## src/rtl/regfile_pkg.sv

```systemverilog
// regfile_pkg: shared register-file address definitions
package regfile_pkg;
    localparam int REG_ADDR_W = 5;
    localparam int NUM_REGS   = 32;
    typedef logic [REG_ADDR_W-1:0] reg_addr_t;
    localparam reg_addr_t REG_ZERO = reg_addr_t'(0);
    localparam reg_addr_t REG_RA   = reg_addr_t'(31);
endpackage

```

## src/rtl/regfile_if.sv

```systemverilog
// regfile_if: read/write/debug port bundle of the register file
interface regfile_if
    import regfile_pkg::*;
#(
    parameter int WIDTH = 32
) ();
    reg_addr_t        ra1, ra2, wa, dbg_a;
    logic             we;
    logic [WIDTH-1:0] wd, rd1, rd2, dbg_d;
    modport master (output ra1, ra2, we, wa, wd, dbg_a, input rd1, rd2, dbg_d);
    modport slave  (input ra1, ra2, we, wa, wd, dbg_a, output rd1, rd2, dbg_d);
endinterface

```

## src/rtl/regfile_dec.sv

```systemverilog
// decoder5to32: one-hot select of a 5-bit register address (unknown address yields no valid bit)
module decoder5to32
    import regfile_pkg::*;
(
    input  reg_addr_t           a,
    output logic [NUM_REGS-1:0] y
);
    always_comb begin
        y = '0;
        for (int i = 0; i < NUM_REGS; i++) y[i] = (a == reg_addr_t'(i));
    end
endmodule

```

## src/rtl/regfile.sv

```systemverilog
// regfile: 32-entry MIPS register file, r0 reads zero, two combinational read ports,
// optional same-cycle write bypass and a never-bypassed debug port
module regfile
    import regfile_pkg::*;
#(
    parameter int WIDTH  = 32,
    parameter bit BYPASS = 1'b1
) (
    input logic      clk,
    input logic      rst_n,
    regfile_if.slave bus
);
    logic [NUM_REGS-1:0] sel, en;
    logic [WIDTH-1:0]    r [NUM_REGS];

    decoder5to32 u_dec (.a(bus.wa), .y(sel));
    // en[0] is forced low, so r[0] stays at its reset value and is trimmed as a constant
    assign en = sel & {{(NUM_REGS-1){bus.we}}, 1'b0};

    always_ff @(posedge clk or negedge rst_n)
        if (!rst_n)
            for (int i = 0; i < NUM_REGS; i++) r[i] <= '0;
        else
            for (int i = 0; i < NUM_REGS; i++) if (en[i]) r[i] <= bus.wd;

    function automatic logic [WIDTH-1:0] rd(input reg_addr_t a);
        return (a == REG_ZERO) ? '0 : r[a];
    endfunction

    generate
        if (BYPASS) begin : g_byp
            logic fwd1, fwd2;
            assign fwd1    = rst_n && bus.we && bus.wa == bus.ra1 && bus.ra1 != REG_ZERO;
            assign fwd2    = rst_n && bus.we && bus.wa == bus.ra2 && bus.ra2 != REG_ZERO;
            assign bus.rd1 = fwd1 ? bus.wd : rd(bus.ra1);
            assign bus.rd2 = fwd2 ? bus.wd : rd(bus.ra2);
        end else begin : g_nobyp
            assign bus.rd1 = rd(bus.ra1);
            assign bus.rd2 = rd(bus.ra2);
        end
    endgenerate

    assign bus.dbg_d = rd(bus.dbg_a);
endmodule
```

## src/flat_wrapper.sv

```systemverilog
// flat-port wrapper written by rule: the top's interface ports become plain ports
module regfile_flat import regfile_pkg::*;
#(
    parameter int WIDTH  = 32,
    parameter bit BYPASS = 1'b1
)
  (clk, rst_n, bus_ra1, bus_ra2, bus_we, bus_wa, bus_wd, bus_dbg_a, bus_rd1, bus_rd2, bus_dbg_d);
  regfile_if #(.WIDTH(WIDTH)) bus_i ();
  input logic clk;
  input logic rst_n;
  input wire logic [$bits(bus_i.ra1)-1:0] bus_ra1;
  input wire logic [$bits(bus_i.ra2)-1:0] bus_ra2;
  input wire logic [$bits(bus_i.we)-1:0] bus_we;
  input wire logic [$bits(bus_i.wa)-1:0] bus_wa;
  input wire logic [$bits(bus_i.wd)-1:0] bus_wd;
  input wire logic [$bits(bus_i.dbg_a)-1:0] bus_dbg_a;
  output wire logic [$bits(bus_i.rd1)-1:0] bus_rd1;
  output wire logic [$bits(bus_i.rd2)-1:0] bus_rd2;
  output wire logic [$bits(bus_i.dbg_d)-1:0] bus_dbg_d;
  assign bus_i.ra1 = bus_ra1;
  assign bus_i.ra2 = bus_ra2;
  assign bus_i.we = bus_we;
  assign bus_i.wa = bus_wa;
  assign bus_i.wd = bus_wd;
  assign bus_i.dbg_a = bus_dbg_a;
  assign bus_rd1 = bus_i.rd1;
  assign bus_rd2 = bus_i.rd2;
  assign bus_dbg_d = bus_i.dbg_d;
  regfile #(.WIDTH(WIDTH), .BYPASS(BYPASS)) u_core (.clk(clk), .rst_n(rst_n), .bus(bus_i));
endmodule
```

## config.mk

```make
export PLATFORM = sky130hd
export DESIGN_NAME = regfile_flat
export DESIGN_NICKNAME = d
export VERILOG_FILES = /design/src/rtl/regfile_pkg.sv /design/src/rtl/regfile_if.sv /design/src/rtl/regfile_dec.sv /design/src/rtl/regfile.sv /design/src/flat_wrapper.sv
export SDC_FILE = /design/constraint.sdc
export NUM_CORES = 2
export LEC_CHECK = 0
export BUFFER_PORTS_ARGS = -buffer_cell sky130_fd_sc_hd__buf_2
export CORE_MARGIN = 2
export CORE_UTILIZATION = 38
export DETAILED_ROUTE_END_ITERATION = 10
export PLACE_DENSITY = 0.61
export SYNTH_ARGS = -nofsm -noshare
export SYNTH_HDL_FRONTEND = slang
export SYNTH_SLANG_ARGS = --single-unit
```

## constraint.sdc

```tcl
create_clock -name clk -period 2.88 [get_ports clk]
set_input_delay 0.432 -clock clk [delete_from_list [all_inputs] [get_ports clk]]
set_output_delay 0.432 -clock clk [all_outputs]
set_load 0.02 [all_outputs]
```

==> out/qor.yml <==
status: "complete, but fails checks"
violations: "setup timing"
synth_cell_types: 49
synth_fp_nets: 4158
critPathLaunchType: "flop"
r2r-end: "u_core.r[536]"
antenna_found_initial: 12
fin_crit_ns: 3.12
peakVddDrop_mv: 0.493
ys_seq_area_share_pct: 40.4
vias: 44100
grt_pass1_vias: 44700
fmax_mhz: 321
drc: 0
wl_um: 229000
postSynthCellCount: 4103
pwr_density_cell_nw_per_um2: 641
initialDrtViolationCount: 5189
rows: 147
slew_viol_final: 0
die_y_um: 406
gr-usage-all-layers_pct: 27.7
wire_per_inst_um: 34.3
yosys_warnings: 0
root_buffer: "clkbuf_16"
cts_tree: "built"
hold_slack_ns: 0.0604
areaGrowthSynthToFinish_pct: 21.0
drt_pass1_iterations: 6
r2r_cells: 4
crit_arrival_ns: 2.68
endpoint_kind: "output port"
grt_overflow: 0
synth_top_cell_by_area: "dfrtp_1"
relSlewSlack_pct: 28.0
vias_per_cell: 6.61
drive_gt1_share_pct: 63.3
avgSynthCellArea_sq_um: 15.0
critPathKind: "reg2out"
core_sq_um: 161000
endpoint: "bus_dbg_d[3]"
setup_violations: 82
p_leak_nw: 31.3
skew_ns: 0
yosys.cell_count.top_type: "mux2_2"
synth_seq_cells: 992
grt_pass1_wl_um: 330000
synthArstFlopShare_pct: 100
top_regs: "u_core.r x992"
syn_area_sq_um: 61400
r2r-start: "u_core.r[536]"
regMostFlops: "u_core.r"
r2r_slack_ns: 1.76
final_area_sq_um: 74300
worstMarginPinSlew_ns: 1.08
worstSkewPairLatency_ns: 0.72
start_util_pct: 38.2
final_util_pct: 46.3
hold_class: "in2reg"
ios: 151
min_period_over_period_pct: 108
ys.flop_type: "dfrtp_1"
grt_max_degree: 166
finalPower_mw: 47.6
cts.sinks: 992
cts_buffer_depth: 3
portBuffers: 150
place_area_sq_um: 68100
clk_pin_slew_ns: 0.06
critPathLaunch: "u_core.r[771]"
largest_reg_flops: 992
synth_edf_count: 0
die_w_um: 406
detail-route-antenna-nets: 0
synthTopCellsByArea: "dfrtp_1 (40%), mux4_2 (26%), mux2_2 (20%)"
rsz0062_at_grt: "yes"
num-nets-final: 4465
die_area_sq_um: 165000
setup_ws_ns: -0.235
pre_cts_slack_ns: -0.244
drv_cap: 0
gp_congestion: 0.879
yosysTopAreaCellShare_pct: 40.4
hpwl_um: 146000
hold_violations: 0
path_max_fanout: 4
cp.required_ns: 2.45
synthTopCellsByCount: "mux2_2 (1,117), dfrtp_1 (992), mux4_2 (701)"
cts_buffers: 113
htreeDepth: 3
[cells by family after synthesis]
| family | synth area share, % |
|---|---|
| xor+xnor | 0.143 |
| simple gates | 1.55 |
| mux | 49.2 |
| buf+inv | 3.34 |
| compound gates | 5.33 |
| flops | 40.4 |
[through the flow]
stage,TNS [ns],instances
floorplan,0,4103
global placement,-7.40,6350
detailed placement,-8.20,6350
CTS,-11.87,6629
global route,-13.61,6664
finish,-9.21,6667
[per-layer routing]
layer | wire length [um] | GRT usage (%) | vias up
met1 | 92100 | 38.1 | 23800
met4 | 10100 | 11.1 | 12
li1 | - | - | 17100
met5 | 96 | 0 | -
met2 | 104000 | 42.1 | 2521
met3 | 22700 | 7.06 | 575
[worst max-delay path: stages (launching register included)]
cell and delay (ns):
dfrtp_1 0.42, mux4_2 0.50, mux4_2 0.52, mux2_4 0.34, buf_6 0.14
[repair_timing]
item,4_1_cts,5_1_grt
endpoints found under the hold margin,136,0
hold buffers,1,0
resized for setup,364,60
pin swaps,72,36
buffers inserted,80,34
setup endpoints to repair,94,96
[cells in the final DEF (no fill, tap or decap), types with 23 or more instances in the layout]
master and count:
a21oi_1 26, a221oi_1 69, a221oi_2 32, a22o_1 65
a22oi_1 31, buf_12 141, buf_2 43, buf_4 370
buf_6 115, clkbuf_1 25, clkbuf_16 113, clkbuf_8 23
dfrtp_1 992, mux2_2 1081, mux2_4 36, mux2i_1 156
mux4_2 701, nand2_1 62, nor2b_1 29, o21ai_1 27
[where the power goes]
group	switching [mW]	internal [mW]
sequential	2.83	16.7
clock	6.34	8.36
combinational	5.29	8.13
total	14.5	33.2
[cell type report]
type,instances,area (sq um)
clock buffer,161,3240
timing repair buffer,678,7270
multi-input combinational,2623,35700
sequential,992,24800
inverter,2,7.51
tap,2160,2700
clock inverter,46,499
antenna,5,12.5
fill,13900,86300
[worst min path at each step]
stage                  start       endpoint  slack, ns  depth (start not counted)
2_1_floorplan          rst_n    u_core.r[0]       0.14                          0
3_3_place_gp   u_core.r[556]  u_core.r[556]       0.51                          1
3_5_place_dp   u_core.r[554]  u_core.r[554]       0.53                          1
4_1_cts           bus_wd[29]  u_core.r[893]      0.002                          2
5_1_grt           bus_wd[29]  u_core.r[893]       0.05                          2
6_report          bus_wd[29]  u_core.r[893]       0.06                          2
Power figures use the tool's default switching activity.
